### src/rtl/uart_rx.sv
`timescale 1ns/1ps
// 8N1 UART receiver: 2-flop synchronizer, mid-bit sampling FSM and a one-deep
// holding register with valid/ready hand-off, frame-error and overrun pulses.
module uart_rx #(
    parameter int CLKS_PER_BIT = 434
) (
    input  logic       clk_50,
    input  logic       rst_board,
    input  logic       rx_line,
    output logic [7:0] rx_data,
    output logic       rx_valid,
    input  logic       rx_ready,
    output logic       frame_err,
    output logic       overrun,
    output logic [1:0] state_dbg
);

    // Handshake: a byte moves to the consumer on any cycle where rx_valid and
    // rx_ready are both 1; rx_data is stable while rx_valid=1 until then.

    typedef enum logic [1:0] {
        IDLE  = 2'd0,
        START = 2'd1,
        DATA  = 2'd2,
        STOP  = 2'd3
    } state_t;

    localparam logic [15:0] HALF_M1 = 16'(CLKS_PER_BIT / 2 - 1);
    localparam logic [15:0] FULL_M1 = 16'(CLKS_PER_BIT - 1);

    state_t      state_q, state_d;
    logic        sync_1, rx_s, rx_prev;
    logic [2:0]  warm;
    logic [15:0] cnt;
    logic [2:0]  bit_idx;
    logic [7:0]  shift_q;
    logic        start_edge, tick, byte_done, stop_bad;

    // Edges are only trusted once the synchronizer and rx_prev hold real
    // samples, so a line already low at reset release cannot start a frame.
    always_ff @(posedge clk_50 or negedge rst_board) begin
        if (!rst_board) begin
            sync_1  <= 1'b1;
            rx_s    <= 1'b1;
            rx_prev <= 1'b1;
            warm    <= 3'b000;
        end else begin
            sync_1  <= rx_line;
            rx_s    <= sync_1;
            rx_prev <= rx_s;
            warm    <= {warm[1:0], 1'b1};
        end
    end

    assign start_edge = warm[2] & rx_prev & ~rx_s;
    assign tick       = (cnt == ((state_q == START) ? HALF_M1 : FULL_M1));
    assign state_dbg  = state_q;

    always_ff @(posedge clk_50 or negedge rst_board) begin
        if (!rst_board) state_q <= IDLE;
        else            state_q <= state_d;
    end

    always_comb begin
        state_d   = state_q;
        byte_done = 1'b0;
        stop_bad  = 1'b0;
        case (state_q)
            IDLE:  if (start_edge) state_d = START;
            START: if (tick) state_d = rx_s ? IDLE : DATA;
            DATA:  if (tick && (bit_idx == 3'd7)) state_d = STOP;
            STOP: begin
                if (tick) begin
                    state_d   = IDLE;
                    byte_done = rx_s;
                    stop_bad  = ~rx_s;
                end
            end
            default: state_d = IDLE;
        endcase
    end

    always_ff @(posedge clk_50 or negedge rst_board) begin
        if (!rst_board) begin
            cnt     <= 16'd0;
            bit_idx <= 3'd0;
            shift_q <= 8'h00;
        end else begin
            if ((state_q == IDLE) || tick) cnt <= 16'd0;
            else                           cnt <= cnt + 16'd1;
            if (state_q != DATA)  bit_idx <= 3'd0;
            else if (tick)        bit_idx <= bit_idx + 3'd1;
            if ((state_q == DATA) && tick) shift_q[bit_idx] <= rx_s;
        end
    end

    // A completed byte may replace the held one only when it leaves this cycle.
    always_ff @(posedge clk_50 or negedge rst_board) begin
        if (!rst_board) begin
            rx_data   <= 8'h00;
            rx_valid  <= 1'b0;
            frame_err <= 1'b0;
            overrun   <= 1'b0;
        end else begin
            if (byte_done && (!rx_valid || rx_ready)) begin
                rx_data  <= shift_q;
                rx_valid <= 1'b1;
            end else if (rx_valid && rx_ready) begin
                rx_valid <= 1'b0;
            end
            frame_err <= stop_bad;
            overrun   <= byte_done & rx_valid & ~rx_ready;
        end
    end

endmodule

### config.mk
export PLATFORM = sky130hd
export DESIGN_NAME = uart_rx
export DESIGN_NICKNAME = d
export VERILOG_FILES = /design/src/rtl/uart_rx.sv
export SDC_FILE = /design/constraint.sdc
export NUM_CORES = 1
export LEC_CHECK = 0
export ABC_AREA = 1
export CAP_MARGIN = 20
export CORE_MARGIN = 1.5
export CORE_UTILIZATION = 35
export DETAILED_ROUTE_END_ITERATION = 10
export MAX_ROUTING_LAYER = met4
export SYNTH_ARGS = -nofsm -noshare
export SYNTH_HDL_FRONTEND = slang
export SYNTH_SLANG_ARGS = --single-unit
export TNS_END_PERCENT = 5
### constraint.sdc
create_clock -name clk_50 -period 3.2 [get_ports clk_50]
set_input_delay 0.64 -clock clk_50 [delete_from_list [all_inputs] [get_ports clk_50]]
set_output_delay 0.64 -clock clk_50 [all_outputs]
set_load 0.02 [all_outputs]
; Word level (Yosys, flattened, before mapping)
; Index checks and enable logic that the tools add are counted.
; W data, S select, Z words.
[word_totals]
ff_bits = 46
input_bits = 4
[classes]
reduce_logical = 12
bitwise_logic = 6
eq_ne = 10
n_addsub = 2
magnitude_cmp = 2
n_mux = 19
[op_table]
columns = cell, n
row1 = $add A16 B1 Y16 const B, 1
row2 = $eq A16 B9 Y1, 1
row3 = $mux W16, 1
row4 = $mux W2, 5
row5 = $ne A2 B2 Y1 const B, 5
row6 = $mux W9, 1
row7 = $bwmux W8, 1
row8 = $pmux W2 S4, 1
row9 = $mux W1, 7
row10 = $mux W3, 2
row11 = $logic_and A1 B1 Y1, 5
row12 = $and A1 B1 Y1, 4
row13 = $eq A2 B2 Y1 const B, 2
row14 = $lt A3 B4 Y1 const B, 1
row15 = $reduce_and A4 Y1, 1
row16 = $reduce_bool A2 Y1, 2
row17 = $add A3 B1 Y3 const B, 1
row18 = $demux W1 S3, 1
row19 = $eq A3 B3 Y1 const B, 1
row20 = $ge A3 B1 Y1 const B, 1
row21 = $eq A2 B1 Y1 const B, 1
row22 = $logic_not A2 Y1, 1
row23 = $logic_or A1 B1 Y1, 2
row24 = $not A1 Y1, 2
row25 = $logic_not A1 Y1, 1

; Longest topological paths before layout
[depth]
depth_word = 7
mapped_depth = 12
ltp_nobuf = 11

; Least setup slack after synthesis
; No wires, ideal clock.
[synth_path]
kind = register to register
from = register (tool-made name)
to = register shift_q[0]
path_slack_ns = 1.609
t_required_ns = 3.083
arrival_ns = 1.474
path_buffers = 1
period_less_slack_ns = 1.591
setup_time_ns = 0.117
stages_incl_launch_ff = 12
cell_sequence = dfrtp_1 inv_2 nand2_4 nand2_1 nand3_1 nor2_2 nand2_2 nor2_4 buf_6 nand3_1 nand2_1 nand2_1
[synth_lines]
columns = element, line_no
row1 = "end signal, assigned by index", 93  ; if ((state_q == DATA) && tick) shift_q[bit_idx] <= rx_s;
row2 = "end, declared", 36  ; logic [7:0] shift_q;

; Worst setup path after layout
[layout_path]
from = register state_q[0] (netlist: state_dbg[0])
to = output state_dbg[0]
[layout_lines]
columns = element, line_no
row1 = "start, declared", 31  ; state_t state_q, state_d;
row2 = "start signal, assigned", 61  ; else state_q <= state_d;
row3 = "end, declared", 15  ; output logic [1:0] state_dbg
; No word-level cell between the ends.

==> metrics.cfg <==
[outcome]
outcome = finished with violations
violations = DRC

[power_and_ir_drop]
pwr-share-comb_pct = 26.9
power_frac_clock_pct = 24.5
p_sw_mw = 0.5234
seq_power_share_pct = 48.6
p_sw_share_pct = 36.94
ir_drop_mv = 0.2199
power_density_mw_per_mm2 = 529.2
p_leak_nw = 1.285
internal-power_mw = 0.8936

[clock_network]
root_buffer = clkbuf_8
clk_path_buf_depth = 2
cts_setup_buffers = 0
htreeDepth = 2
clk_latency_ns = 0.30
clk_pin_slew_worst_paths_ns = 0.08
cts_resized = 0
cts_buffers = 5
cts_tree = done
cts_hold_buf = 0
clock_sinks = 46

[timing]
worst_pin_slew_ns = 0.6059
tns_ns = 0
hold_viol = 0
fin_skew_ns = 0.007196
setup_violations = 0
clock.fmax_ghz = 0.4345
rsz0062_at_grt = false
finalCritPeriodShare_pct = 71.92
slew_headroom_pct = 59.57
finalCriticalPeriod_ns = 2.301
setup_ws_ns = 0.8986
maxSlewViolCount = 0

[setup_path]
cp-end-kind = output pin
crit_required_ns = 2.56
cp-start-kind = flop
cp_top_family = buffers and inverters
crit_type = flop to output pin
path_buf_inv = 1
critPathSlowestCell = clkdlybuf4s50_1
cpPeakStageDelay_ns = 0.70
cp.arrival_ns = 1.66
crit_fanout = 12
crit_chain = clkdlybuf4s50_1

[floorplanning]
core_area_mm2 = 0.006459
die_h_um = 85.29
row_count = 29
die_w_um = 85.29
start_util_pct = 36.69
ios = 17
design.die.area_mm2 = 0.007274

[global_routing]
grt_pass1_vias = 1765
grt_pass1_wl_mm = 7.983
globalRoute.totalOverflow = 0
antenna_found_initial = 0
grt_max_degree = 47
grt.total_usage_pct = 14.01

[final_layout]
area_growth_pct = 12.99
layout.nets = 319
diodes = 0
fillers = 660
drive_gt1_share_pct = 9.904
fin_area_mm2 = 0.002678
fin_cells = 390
fin_util_pct = 41.46

[logic_synthesis]
ys_ff_latch = 46
syn_inst = 294
ys_seq_area_share_pct = 48.73
synth.distinct_cells = 29
synth_edf_count = 0
synthArstFlopShare_pct = 100.0
synthDominantCellAreaShare_pct = 45.41
synth_common_cells = nand2_1 (74), dfrtp_1 (43), nand3_1 (34)
synth.largest_area_cell = dfrtp_1
synth.area.top_cells = dfrtp_1 (45%), nand2_1 (12%), nand3_1 (7.2%)
synth_area_mm2 = 0.002370
ys.flop_type = dfrtp_1
avgSynthCellArea_um2 = 8.060
syn_nets = 301
yosysMostFrequentCell = nand2_1
synth_warnings = 0

[placed_design]
place_hpwl_mm = 3.215
place.gp.congestion = 0.8048
placed_cells = 381
pre_cts_ws_ns = 1.138
port-buffer-count = 16
placedInstanceArea_mm2 = 0.002571

[detailed_routing]
dr.pass1.iters = 7
dr.first_iter.drc_count = 121
via_count = 1858
wire_per_inst_um = 11.37
antenna_left = 0
via_per_inst = 4.764
routed_wirelength_mm = 4.435
drc = 3

[job]
cap_violations = 0

[worst_hold_path]
hold_class = input port to asynchronous set/reset pin

==> power by group through the flow <==
stage / clock network, mW / registers (mW) / logic (mW)
after floorplan: 0 / 0.683 / 0.322
final: 0.347 / 0.688 / 0.382
after detailed placement: 0 / 0.699 / 0.384
after CTS: 0.365 / 0.688 / 0.384
after global routing: 0.393 / 0.698 / 0.439
after global placement: 0 / 0.700 / 0.376
==> area by class of cell <==
| class | count | area (µm²) | share of cell area (%) |
|---|---|---|---|
| clock inverter | 2 | 13.76 | 0.5140 |
| inverter | 36 | 135.1 | 5.047 |
| clock buffer | 6 | 72.57 | 2.710 |
| sequential | 46 | 1155 | 43.13 |
| multi-input combinational | 206 | 1030 | 38.46 |
| timing repair buffer | 17 | 175.2 | 6.542 |
| tap | 77 | 96.34 | 3.598 |
==> routing by layer <==
metal	vias to the layer above	global-route usage, %	routed length, µm
met2	24	20.92	1901
met1	846	18.83	2312
met3	5	3.307	152
met4	0	4.545	69
li1	983	-	-
met5	-	-	0
==> cell families (layout without fill, tap and decap cells) <==
kind of cell	count (synthesis)	after routing	share of synthesized area, %
AOI/OAI and AO/OA	10	10	2.165
DFF	46	46	48.73
and+or+nand+nor	187	187	37.70
adders and majority gates	3	3	1.584
buffers and inverters	42	61	7.814
other	1	1	0.1582
xor gates and xnor gates	5	5	1.848
==> cell usage in the layout (no fill, tap or decap) <==
| cell type | count |
|---|---|
| clkdlybuf4s50_1 | 15 |
| clkbuf_1 | 1 |
| nand3b_1 | 1 |
| clkinv_2 | 1 |
| dfstp_2 | 3 |
| inv_1 | 33 |
| nor3_1 | 10 |
| xnor2_1 | 2 |
| nor4_1 | 1 |
| clkinv_4 | 1 |
| buf_2 | 1 |
| conb_1 | 1 |
| nand3_2 | 3 |
| nand2_1 | 74 |
| nor2_1 | 33 |
| nand3_1 | 34 |
| nor2_4 | 3 |
| nor3b_1 | 2 |
| a21oi_1 | 5 |
| o21ai_0 | 4 |
| nand4_1 | 16 |
| dfrtp_1 | 43 |
| nand2_4 | 1 |
| buf_12 | 1 |
| nor3_2 | 3 |
| xor2_1 | 3 |
| nand2_2 | 3 |
| inv_2 | 3 |
| o22ai_1 | 1 |
| nor2_2 | 3 |
| clkbuf_8 | 5 |
| ha_1 | 3 |
==> final timing paths <==
kind                                    from            to  slack (ns)  cells past startpoint
worst min-delay path               rst_board       cnt[15]        0.29                      1
min in group clk_50                  warm[0]       warm[1]        0.35                      0
worst min register to register       warm[0]       warm[1]        0.35                      0
max in group asynchronous          rst_board    shift_q[7]        2.42                      2
worst max register to register  state_dbg[0]  state_dbg[0]        1.22                      9
worst max-delay path            state_dbg[0]  state_dbg[0]        0.90                      1
==> registers in the layout, summed over array words and instances (netlist names), 3 cells and up, named ones only <==
register,cells
bit_idx,3
cnt,16
warm,3
shift_q,8
rx_data,8
==> metrics by stage <==
stage / total power [mW] / hold WS [ns]
finish: 1.417 / 0.2865
global route: 1.529 / 0.3089
CTS: 1.437 / 0.3552
detailed placement: 1.083 / 0.3356
global placement: 1.076 / 0.3322
floorplan: 1.005 / 0.3312
(Power assumes the default switching activity.)
